--- config.mk ---
export PLATFORM = sky130hd
export DESIGN_NAME = alu_mul_sequencer
export DESIGN_NICKNAME = d
export VERILOG_FILES = /design/src/rtl/alu_mul_sequencer.sv
export SDC_FILE = /design/constraint.sdc
export NUM_CORES = 1
export LEC_CHECK = 0
export BUFFER_PORTS_ARGS = -buffer_cell sky130_fd_sc_hd__buf_2
export CAP_MARGIN = 5
export CORE_AREA = 2 2 211 213
export CTS_BUF_LIST = sky130_fd_sc_hd__clkbuf_4 sky130_fd_sc_hd__clkbuf_8 sky130_fd_sc_hd__clkbuf_16
export DETAILED_ROUTE_END_ITERATION = 7
export DIE_AREA = 0 0 213 215
export PLACE_DENSITY = 0.6
export RECOVER_POWER = 50
export SLEW_MARGIN = 30
export SYNTH_ARGS = -nofsm -noshare
export SYNTH_HDL_FRONTEND = slang
export SYNTH_SLANG_ARGS = --single-unit
--- constraint.sdc ---
create_clock -name clk -period 5.07 [get_ports clk]
set_clock_uncertainty 0.1 [all_clocks]
set_input_delay 0.2535 -clock clk [delete_from_list [all_inputs] [get_ports clk]]
set_output_delay 0.2535 -clock clk [all_outputs]
set_load 0.03 [all_outputs]
--- src/rtl/alu_mul_sequencer.sv ---
// Shift-add MUL sequencer that borrows the shared EX-stage ALU.
// Optional MUL_EARLY_EXIT_EN ends iteration once no multiplier bits remain.
module alu_mul_sequencer #(
    parameter int          WIDTH      = 64,
    parameter logic [10:0] MUL_OPCODE = 11'b10011011000,
    parameter logic [3:0]  ALU_ADD    = 4'b0010
) (
    input  logic             clk,
    input  logic             rst,
    input  logic             start,
    input  logic [10:0]      opcode,
    input  logic [WIDTH-1:0] op_a,
    input  logic [WIDTH-1:0] op_b,
    input  logic             flush,
    input  logic [WIDTH-1:0] ex_a,
    input  logic [WIDTH-1:0] ex_b,
    input  logic [3:0]       ex_alucnt,
    input  logic [WIDTH-1:0] alu_result,
    output logic [WIDTH-1:0] alu_a,
    output logic [WIDTH-1:0] alu_b,
    output logic [3:0]       alu_cnt,
    output logic             stall,
    output logic             done,
    output logic [WIDTH-1:0] product
);

    localparam int CW = (WIDTH > 1) ? $clog2(WIDTH) : 1;
    localparam logic [CW-1:0] CNT_LAST = CW'(WIDTH - 1);

    typedef enum logic [1:0] {
        IDLE,
        RUN,
        DONE
    } state_t;

    state_t           state;
    state_t           state_n;
    logic [WIDTH-1:0] acc;
    logic [WIDTH-1:0] mcand;
    logic [WIDTH-1:0] mplier;
    logic [CW-1:0]    cnt;
    logic             accept;
    logic             last;

    assign accept = (state == IDLE) & start & (opcode == MUL_OPCODE) & ~flush;

`ifdef MUL_EARLY_EXIT_EN
    // Stop once the bits still to be consumed are all zero.
    assign last = (cnt == CNT_LAST) | ((mplier >> 1) == '0);
`else
    assign last = (cnt == CNT_LAST);
`endif

    always_comb begin
        state_n = state;
        alu_a   = ex_a;
        alu_b   = ex_b;
        alu_cnt = ex_alucnt;
        stall   = 1'b0;
        done    = 1'b0;
        case (state)
            IDLE: begin
                stall = accept;
                if (accept) begin
                    state_n = RUN;
                end
            end
            RUN: begin
                alu_a   = acc;
                alu_b   = mplier[0] ? mcand : '0;
                alu_cnt = ALU_ADD;
                stall   = 1'b1;
                if (flush) begin
                    state_n = IDLE;
                end else if (last) begin
                    state_n = DONE;
                end
            end
            DONE: begin
                done    = ~flush;
                state_n = IDLE;
            end
            default: begin
                state_n = IDLE;
            end
        endcase
    end

    always_ff @(posedge clk) begin
        if (rst) begin
            state  <= IDLE;
            acc    <= '0;
            mcand  <= '0;
            mplier <= '0;
            cnt    <= '0;
        end else begin
            state <= state_n;
            if (accept) begin
                acc    <= '0;
                mcand  <= op_a;
                mplier <= op_b;
                cnt    <= '0;
            end else if ((state == RUN) && !flush) begin
                // A flushed iteration leaves acc as it was.
                acc    <= alu_result;
                mcand  <= mcand << 1;
                mplier <= mplier >> 1;
                cnt    <= cnt + CW'(1);
            end
        end
    end

    assign product = acc;

endmodule
==> results.tsv, run 1 <==
stage	metric	value	unit
status	outcome	finished with violations	
status	violations	max-capacitance violations, max-slew violations	
critical_path	worstPathArrival	3.61	ns
yosys	ys_warn_count	0	
layout	final_core_util	35.9	%
global_routing	grt_max_degree	97	
place	dp_hpwl	31.2	mm
timing	finalCriticalPeriod	3.96	ns
timing	hold_viol	0	
clock_tree	cts_sinks	200	
yosys	synthDistinctLibCells	35	
route	drt_wl_total	45.1	mm
yosys	yosys-mux-area-fraction	17.1	%
floorplan	die_h	215	um
flow_run	maxCapViolCount	1	
yosys	synthXorXnorAreaFrac	0.0748	%
yosys	synthAdderAreaFrac	0.107	%
place	place_area	14600	sq um
clock_tree	clkSlewWorstSetupHoldPaths	0.08	ns
timing	finalCritPeriodShare	78.2	%
place	place_congestion	0.875	
global_routing	grt_overflow	0	
floorplan	die_area	45800	sq um
yosys	synth-simple-area-share	20.9	%
worst_hold_path	hold_class	input port to flop	
place	place_ws	1.90	ns
critical_path	critPathCaptureType	primary output	
yosys	synth_compound_area_share	21.0	%
floorplan	rows	77	
route	via_count	12500	
floorplan	core_area	43600	sq um
route	wl_per_cell	18.4	um
timing	max-slew-margin-rel	-35.4	%
clock_tree	h-tree-depth	4	
yosys	syn_nets	1723	
worst_hold_path	hold_depth	4	
timing	setup_tns	0	ns
power	vdd_ir_drop_max	155	uV
critical_path	path_max_fanout	64	
yosys	ys_seq_area_share	34.2	%
timing	max_freq	0.252	GHz
floorplan	initial_core_util	26.8	%
layout	fin_nets	2185	
layout	fill_cells	4616	
timing	grt_setup_unrepaired	no	
yosys	netlist_instances	1383	
clock_tree	clk_latency	0.45	ns
floorplan	die-width	213	um
critical_path	path_class	flop to primary output	
critical_path	slowest_delay	1.26	ns
route	drc	0	
global_routing	grt_pass1_vias	11800	
yosys	avgSynthCellArea	8.47	sq um
clock_tree	root_buffer	clkbuf_16	
route	viasPerCell	5.11	
layout	fin_area	15700	sq um
route	dr.first_iter.drc_count	924	
yosys	synth-seq-cells	200	
critical_path	cp.required	4.72	ns
timing	worstMarginPinSlew	2.03	ns
critical_path	crit_chain	or4b_4 > or4_1 > a21oi_1 > buf_2	
place	io_buffers	536	
global_routing	grt_first_pass_wirelength	66.7	mm
timing	setup_viol	0	
critical_path	worst-r2r-cell-count	4	
timing	fin_ws	1.11	ns
power	power_density	224	nW/um^2
layout	layout-drive-gt1-share	34.9	%
layout	area_growth	33.7	%
critical_path	startpoint_type	flop	
global_routing	grtUsageTotal	18.5	%
route	antenna_left	0	
yosys	synth_top_family_by_area	compound AO/OA/AOI/OAI gates	
route	dr.pass1.iters	5	
clock_tree	cts_buffers	17	
timing	drv_slew	48	
clock_tree	postCtsSetupBuffers	0	
floorplan	top_level_ports	537	
critical_path	slowest_stage	or4_1	
clock_tree	post_cts_resized	0	
yosys	syn_area	11700	sq um
power	leakage	6.08	nW
clock_tree	clk_path_buf_depth	2	
global_routing	antenna_found_initial	6	
clock_tree	cts_tree	done	
-- final cells by class --
type / instances / area [sq um] / share of cell area (%)
antenna: 5 / 12.5 / 0.0799
clock buffer: 18 / 433 / 2.77
clock inverter: 11 / 126 / 0.807
inverter: 3 / 13.8 / 0.0879
multi-input combinational: 1002 / 6930 / 44.3
sequential: 200 / 4010 / 25.6
tap: 592 / 741 / 4.73
timing repair buffer: 621 / 3390 / 21.7
-- cells by family after synthesis --
logic type	Yosys count
and+or+nand+nor	415
adders and majority gates	1
DFF	200
xor gates and xnor gates	1
muxes	192
buffers and inverters	181
AOI/OAI and AO/OA	393
-- final timing paths --
| path | start | to | slack [ns] |
|---|---|---|---|
| setup / recovery | state[0] | stall | 1.11 |
| hold / removal | op_a[31] | mcand[31] | 0.05 |
| setup reg to reg | state[0] | mcand[44] | 1.30 |
| hold reg to reg | product[47] | product[47] | 0.38 |
-- per-stage QoR --
step / total power [mW] / hold WS (ns) / std cells
after floorplan: 1.91 / 0.223 / 1383
after CTS: 3.56 / 0.0211 / 2447
after detailed placement: 2.14 / 0.366 / 2351
final: 3.51 / 0.0546 / 2452
after global routing: 3.65 / 0.0443 / 2451
after global placement: 2.14 / 0.359 / 2350
-- worst max-delay path, delay by kind of cell, from the launching register on --
kind | cells | cell delay (ns)
simple gates | 2 | 2.14
flops | 1 | 0.39
compound gates | 1 | 0.36
buf+inv | 1 | 0.24
-- metal layers --
metal	up-vias	GRT usage, %	share of wire (%)
li1	6082	-	-
met1	5958	22.9	43
met2	464	32.3	49
met3	33	3.36	5.6
met4	0	5.31	1.9
met5	-	0	0
-- placed cells by master (no fill, tap or decap), drive strengths merged, types with 2 or more instances in the layout --
| cell | synthesis | layout |
|---|---|---|
| a21oi | 197 | 197 |
| and2 | 3 | 3 |
| buf | 25 | 440 |
| bufinv | 0 | 2 |
| clkbuf | 153 | 132 |
| clkinv | 1 | 5 |
| dfxtp | 200 | 200 |
| diode | 0 | 5 |
| dlygate4sd3 | 0 | 67 |
| inv | 2 | 6 |
| mux2 | 64 | 64 |
| mux2i | 128 | 128 |
| nand2 | 263 | 263 |
| nand2b | 2 | 2 |
| nand3 | 4 | 4 |
| nor3b | 2 | 2 |
| nor4 | 2 | 2 |
| o21ai | 67 | 67 |
| o31ai | 2 | 2 |
| o41ai | 127 | 127 |
| or3 | 2 | 2 |
| or3b | 2 | 2 |
| or4 | 4 | 4 |
| or4b | 128 | 128 |
-- power breakdown --
part	leakage (nW)	internal, mW	switching [mW]
sequential	1.61	1.57	0.000161
combinational	4.20	0.241	0.335
clock	0.276	0.728	0.641
-- timing repair --
action	4_1_cts	5_1_grt
setup endpoints to repair	0	0
hold buffers	67	0
hold endpoints to repair	68	0
-- cell usage after synthesis, drive strengths merged --
| library cell | count | share of area [%] |
|---|---|---|
| o41ai | 127 | 9.6 |
| o21ai | 67 | 2.9 |
| nor4 | 2 | 0.16 |
| nor2 | 1 | 0.032 |
| ha | 1 | 0.11 |
| nor3b | 2 | 0.17 |
| nand4 | 1 | 0.053 |
| dfxtp | 200 | 34 |
| o31ai | 2 | 0.13 |
| nand4b | 1 | 0.075 |
| clkinv | 1 | 0.032 |
| or4b | 128 | 11 |
| a21oi | 197 | 8.4 |
| or3b | 2 | 0.15 |
| or4 | 4 | 0.29 |
| nand3 | 4 | 0.17 |
| nand2 | 263 | 8.4 |
| inv | 2 | 0.064 |
| nand2b | 2 | 0.11 |
| mux2i | 128 | 11 |
| clkbuf | 153 | 4.9 |
| and2 | 3 | 0.16 |
| buf | 25 | 1.7 |
| mux2 | 64 | 6.2 |
| or3 | 2 | 0.11 |
| xnor2 | 1 | 0.075 |
-- sequential cells by signal, summed over array words and instances (netlist names) --
register / cells
cnt: 6
product: 64
mcand: 64
mplier: 64
state: 2
No activity file was read; power rests on OpenSTA's default activity.
==> run 2: changes to the inputs <==
--- a/config.mk
+++ b/config.mk
@@ -5,13 +5,14 @@
 export SDC_FILE = /design/constraint.sdc
 export NUM_CORES = 1
 export LEC_CHECK = 0
+export ABC_AREA = 1
 export BUFFER_PORTS_ARGS = -buffer_cell sky130_fd_sc_hd__buf_2
 export CAP_MARGIN = 5
-export CORE_AREA = 2 2 211 213
+export CORE_AREA = 2 2 210 212
 export CTS_BUF_LIST = sky130_fd_sc_hd__clkbuf_4 sky130_fd_sc_hd__clkbuf_8 sky130_fd_sc_hd__clkbuf_16
 export DETAILED_ROUTE_END_ITERATION = 7
-export DIE_AREA = 0 0 213 215
-export PLACE_DENSITY = 0.6
+export DIE_AREA = 0 0 212 214
+export PLACE_DENSITY = 0.59
 export RECOVER_POWER = 50
 export SLEW_MARGIN = 30
 export SYNTH_ARGS = -nofsm -noshare
==> constraint.sdc (replaced) <==
create_clock -name clk -period 3.95 [get_ports clk]
set_clock_uncertainty 0.1 [all_clocks]
set_input_delay 0.1975 -clock clk [delete_from_list [all_inputs] [get_ports clk]]
set_output_delay 0.1975 -clock clk [all_outputs]
set_load 0.03 [all_outputs]
==> run 2 against run 1 <==
Effect of this change: the flow still finishes with violations (max-capacitance violations, max-slew violations); count of clock-buffer cells in the layout up 3; largest power group unchanged; non-clock buffer count up 113; combinational power is 19% higher; worst setup slack worse by 0.41 ns; total power rose by 31%; critical endpoint is now alu_b[56]; sequential power increased by 28%; global-route usage is 1.2 points higher; sequential cell count unchanged; synthesized area down 5.1%; final cell count rose by 26%; sequential share of layout area decreased by 1.1 points.
==> results.tsv, run 2 <==
stage	metric	value	unit
status	outcome	finished with violations	
status	violations	max-capacitance violations, max-slew violations	
layout	multiInputGateArea	5920	sq um
yosys	netlist_instances	1886	
route	drt_wl_total	46.6	mm
critical_path	slowest_delay	0.99	ns
yosys	syn_area	11100	sq um
clock_tree	hold_buffers	181	
place	dp_hpwl	31.0	mm
yosys	synth_commonest_cells	nand2_1, nand3_1, dfxtp_1, a21oi_1, inv_1	
route	antenna_left	0	
yosys	synth_area_leaders	dfxtp_1, nand2_1, nand3_1, a21oi_1, inv_1	
yosys	ys_warn_count	0	
critical_path	cp.required	3.65	ns
clock_tree	post_cts_resized	0	
power	power_density	280	nW/um^2
critical_path	crit_top_cell	nand2_1	
layout	fill_cells	4661	
timing	finalCriticalPeriod	3.26	ns
critical_path	slowest_stage	inv_2	
critical_path	path_max_fanout	67	
critical_path	startpoint_type	flop	
clock_tree	cts_buffers	17	
yosys	yosys.area.top_type_share	36.0	%
route	viasPerCell	4.59	
layout	area.sequential	4010	sq um
timing	grt_setup_unrepaired	no	
yosys	synth-seq-cells	200	
layout	layout_common_cells	nand2_1, buf_2, nand3_1	
floorplan	top_level_ports	537	
layout	layout_commonest_cell	nand2_1	
yosys	synth_edf_count	0	
yosys	yosys.area.top_type	dfxtp_1	
clock_tree	root_buffer	clkbuf_16	
floorplan	die_area	45400	sq um
route	drc	0	
clock_tree	h-tree-depth	4	
yosys	syn_nets	2226	
global_routing	grt_first_pass_wirelength	70.9	mm
floorplan	die-width	212	um
power	vdd_ir_drop_max	263	uV
critical_path	critical_path_buf_inv_count	4	
critical_path	crit_family	buffers and inverters	
floorplan	initial_core_util	25.9	%
global_routing	antenna_found_initial	3	
floorplan	die_h	214	um
yosys	ys_seq_area_share	36.0	%
clock_tree	clk_latency	0.47	ns
layout	layout-drive-gt1-share	20.2	%
route	dr.first_iter.drc_count	1108	
layout	area_growth	47.1	%
place	io_buffers	536	
place	place_congestion	0.936	
power	leakage	7.92	nW
yosys	synthDistinctLibCells	20	
critical_path	crit_chain	inv_1 > nor2_4 > inv_2 > buf_4 > nand2_1 > nand2_1 > buf_2	
clock_tree	cts_sinks	200	
timing	setup_viol	0	
timing	setup_tns	0	ns
flow_run	maxCapViolCount	1	
timing	max_freq	0.307	GHz
timing	drv_slew	95	
route	dr.pass1.iters	5	
route	wl_per_cell	15.1	um
yosys	synth_most_common_cell	nand2_1	
layout	fin_nets	2826	
global_routing	grt_pass1_vias	13100	
global_routing	grt_max_degree	178	
place	place_area	14100	sq um
critical_path	path_class	flop to primary output	
global_routing	grt_overflow	0	
yosys	ys.flop_type	dfxtp_1	
global_routing	grtUsageTotal	19.6	%
timing	worstMarginPinSlew	2.07	ns
floorplan	core_area	42900	sq um
timing	hold_viol	0	
layout	fin_area	16400	sq um
worst_hold_path	hold_class	input port to flop	
clock_tree	clk_path_buf_depth	2	
floorplan	rows	76	
clock_tree	cts_tree	done	
yosys	avgSynthCellArea	5.90	sq um
timing	finalCritPeriodShare	82.4	%
clock_tree	postCtsSetupBuffers	0	
clock_tree	clkSlewWorstSetupHoldPaths	0.08	ns
critical_path	worstPathArrival	2.96	ns
route	via_count	14200	
critical_path	critPathCaptureType	primary output	
timing	max-slew-margin-rel	-38.2	%
yosys	synthArstFlopShare	0	%
==> run 2: cell count changes after synthesis, sizes merged, moves of 64 or more <==
cell / previous run / this run
nand2: 263 / 844
o21ai: 67 / 0
inv: 2 / 145
o41ai: 127 / 0
mux2i: 128 / 0
or4b: 128 / 0
mux2: 64 / 0
clkbuf: 153 / 83
nand3: 4 / 320
==> run 2: metal layers <==
| layer | GRT usage, % | vias up | part of all wire, % |
|---|---|---|---|
| met5 | 0 | - | 0 |
| met4 | 7.07 | 0 | 2.3 |
| met3 | 2.90 | 61 | 5.1 |
| met2 | 32.3 | 489 | 47 |
| met1 | 25.9 | 6483 | 46 |
| li1 | - | 7124 | - |
==> run 2: cell type report <==
| cell class | count | area share, % |
|---|---|---|
| Antenna cell | 3 | 0.0459 |
| Clock buffer | 21 | 2.82 |
| Clock inverter | 10 | 0.880 |
| Inverter | 145 | 3.36 |
| Multi-Input combinational cell | 1388 | 36.2 |
| Sequential cell | 200 | 24.5 |
| Tap cell | 585 | 4.47 |
| Timing Repair Buffer | 734 | 27.7 |
==> run 2: path summary, 6_finish.rpt <==
check,start,end,depth (start not counted),slack [ns]
hold reg to reg,product[62],product[62],2,0.38
setup reg to reg,state[0],mcand[41],9,0.76
hold / removal,op_b[3],mplier[3],5,0.03
setup / recovery,state[0],alu_b[56],7,0.69
==> run 2: power by group <==
part | total [mW] | switching [mW] | leakage, nW | internal, mW
Sequential | 2.01 | 0.000206 | 1.61 | 2.01
Clock | 1.89 | 0.851 | 0.290 | 1.04
Combinational | 0.685 | 0.367 | 6.02 | 0.318
==> run 2: kinds of logic after synthesis <==
| logic type | after synthesis | synth area share [%] |
|---|---|---|
| AOI/OAI and AO/OA | 198 | 8.93 |
| adders and majority gates | 1 | 0.112 |
| DFF | 200 | 36.0 |
| buffers and inverters | 298 | 10.7 |
| and+or+nand+nor | 1187 | 44.1 |
| xor gates and xnor gates | 2 | 0.158 |
==> run 2: stage by stage <==
| stage | cells | hold slack, ns | total power, mW | worst slack [ns] | utilization [%] |
|---|---|---|---|---|---|
| 2_1_floorplan | 1886 | 0.245 | 2.33 | 2.06 | - |
| 3_3_place_gp | 2871 | 0.351 | 2.60 | 1.23 | 32.8 |
| 3_5_place_dp | 2871 | 0.354 | 2.60 | 1.15 | 32.9 |
| 4_1_cts | 3083 | 0.00265 | 4.66 | 1.05 | 38.5 |
| 5_1_grt | 3086 | 0.0269 | 4.77 | 0.461 | 38.1 |
| 6_report | 3086 | 0.0287 | 4.59 | 0.694 | 38.1 |
==> run 2: worst register-to-register path, stage by stage, from the launching register on <==
cell,delay (ns)
dfxtp_1,0.34
inv_1,0.09
nor2_4,0.18
nand2_1,0.34
inv_6,0.65
clkbuf_1,0.90
nand2_1,0.21
nand2_1,0.13
nand2_1,0.08
a21oi_1,0.11
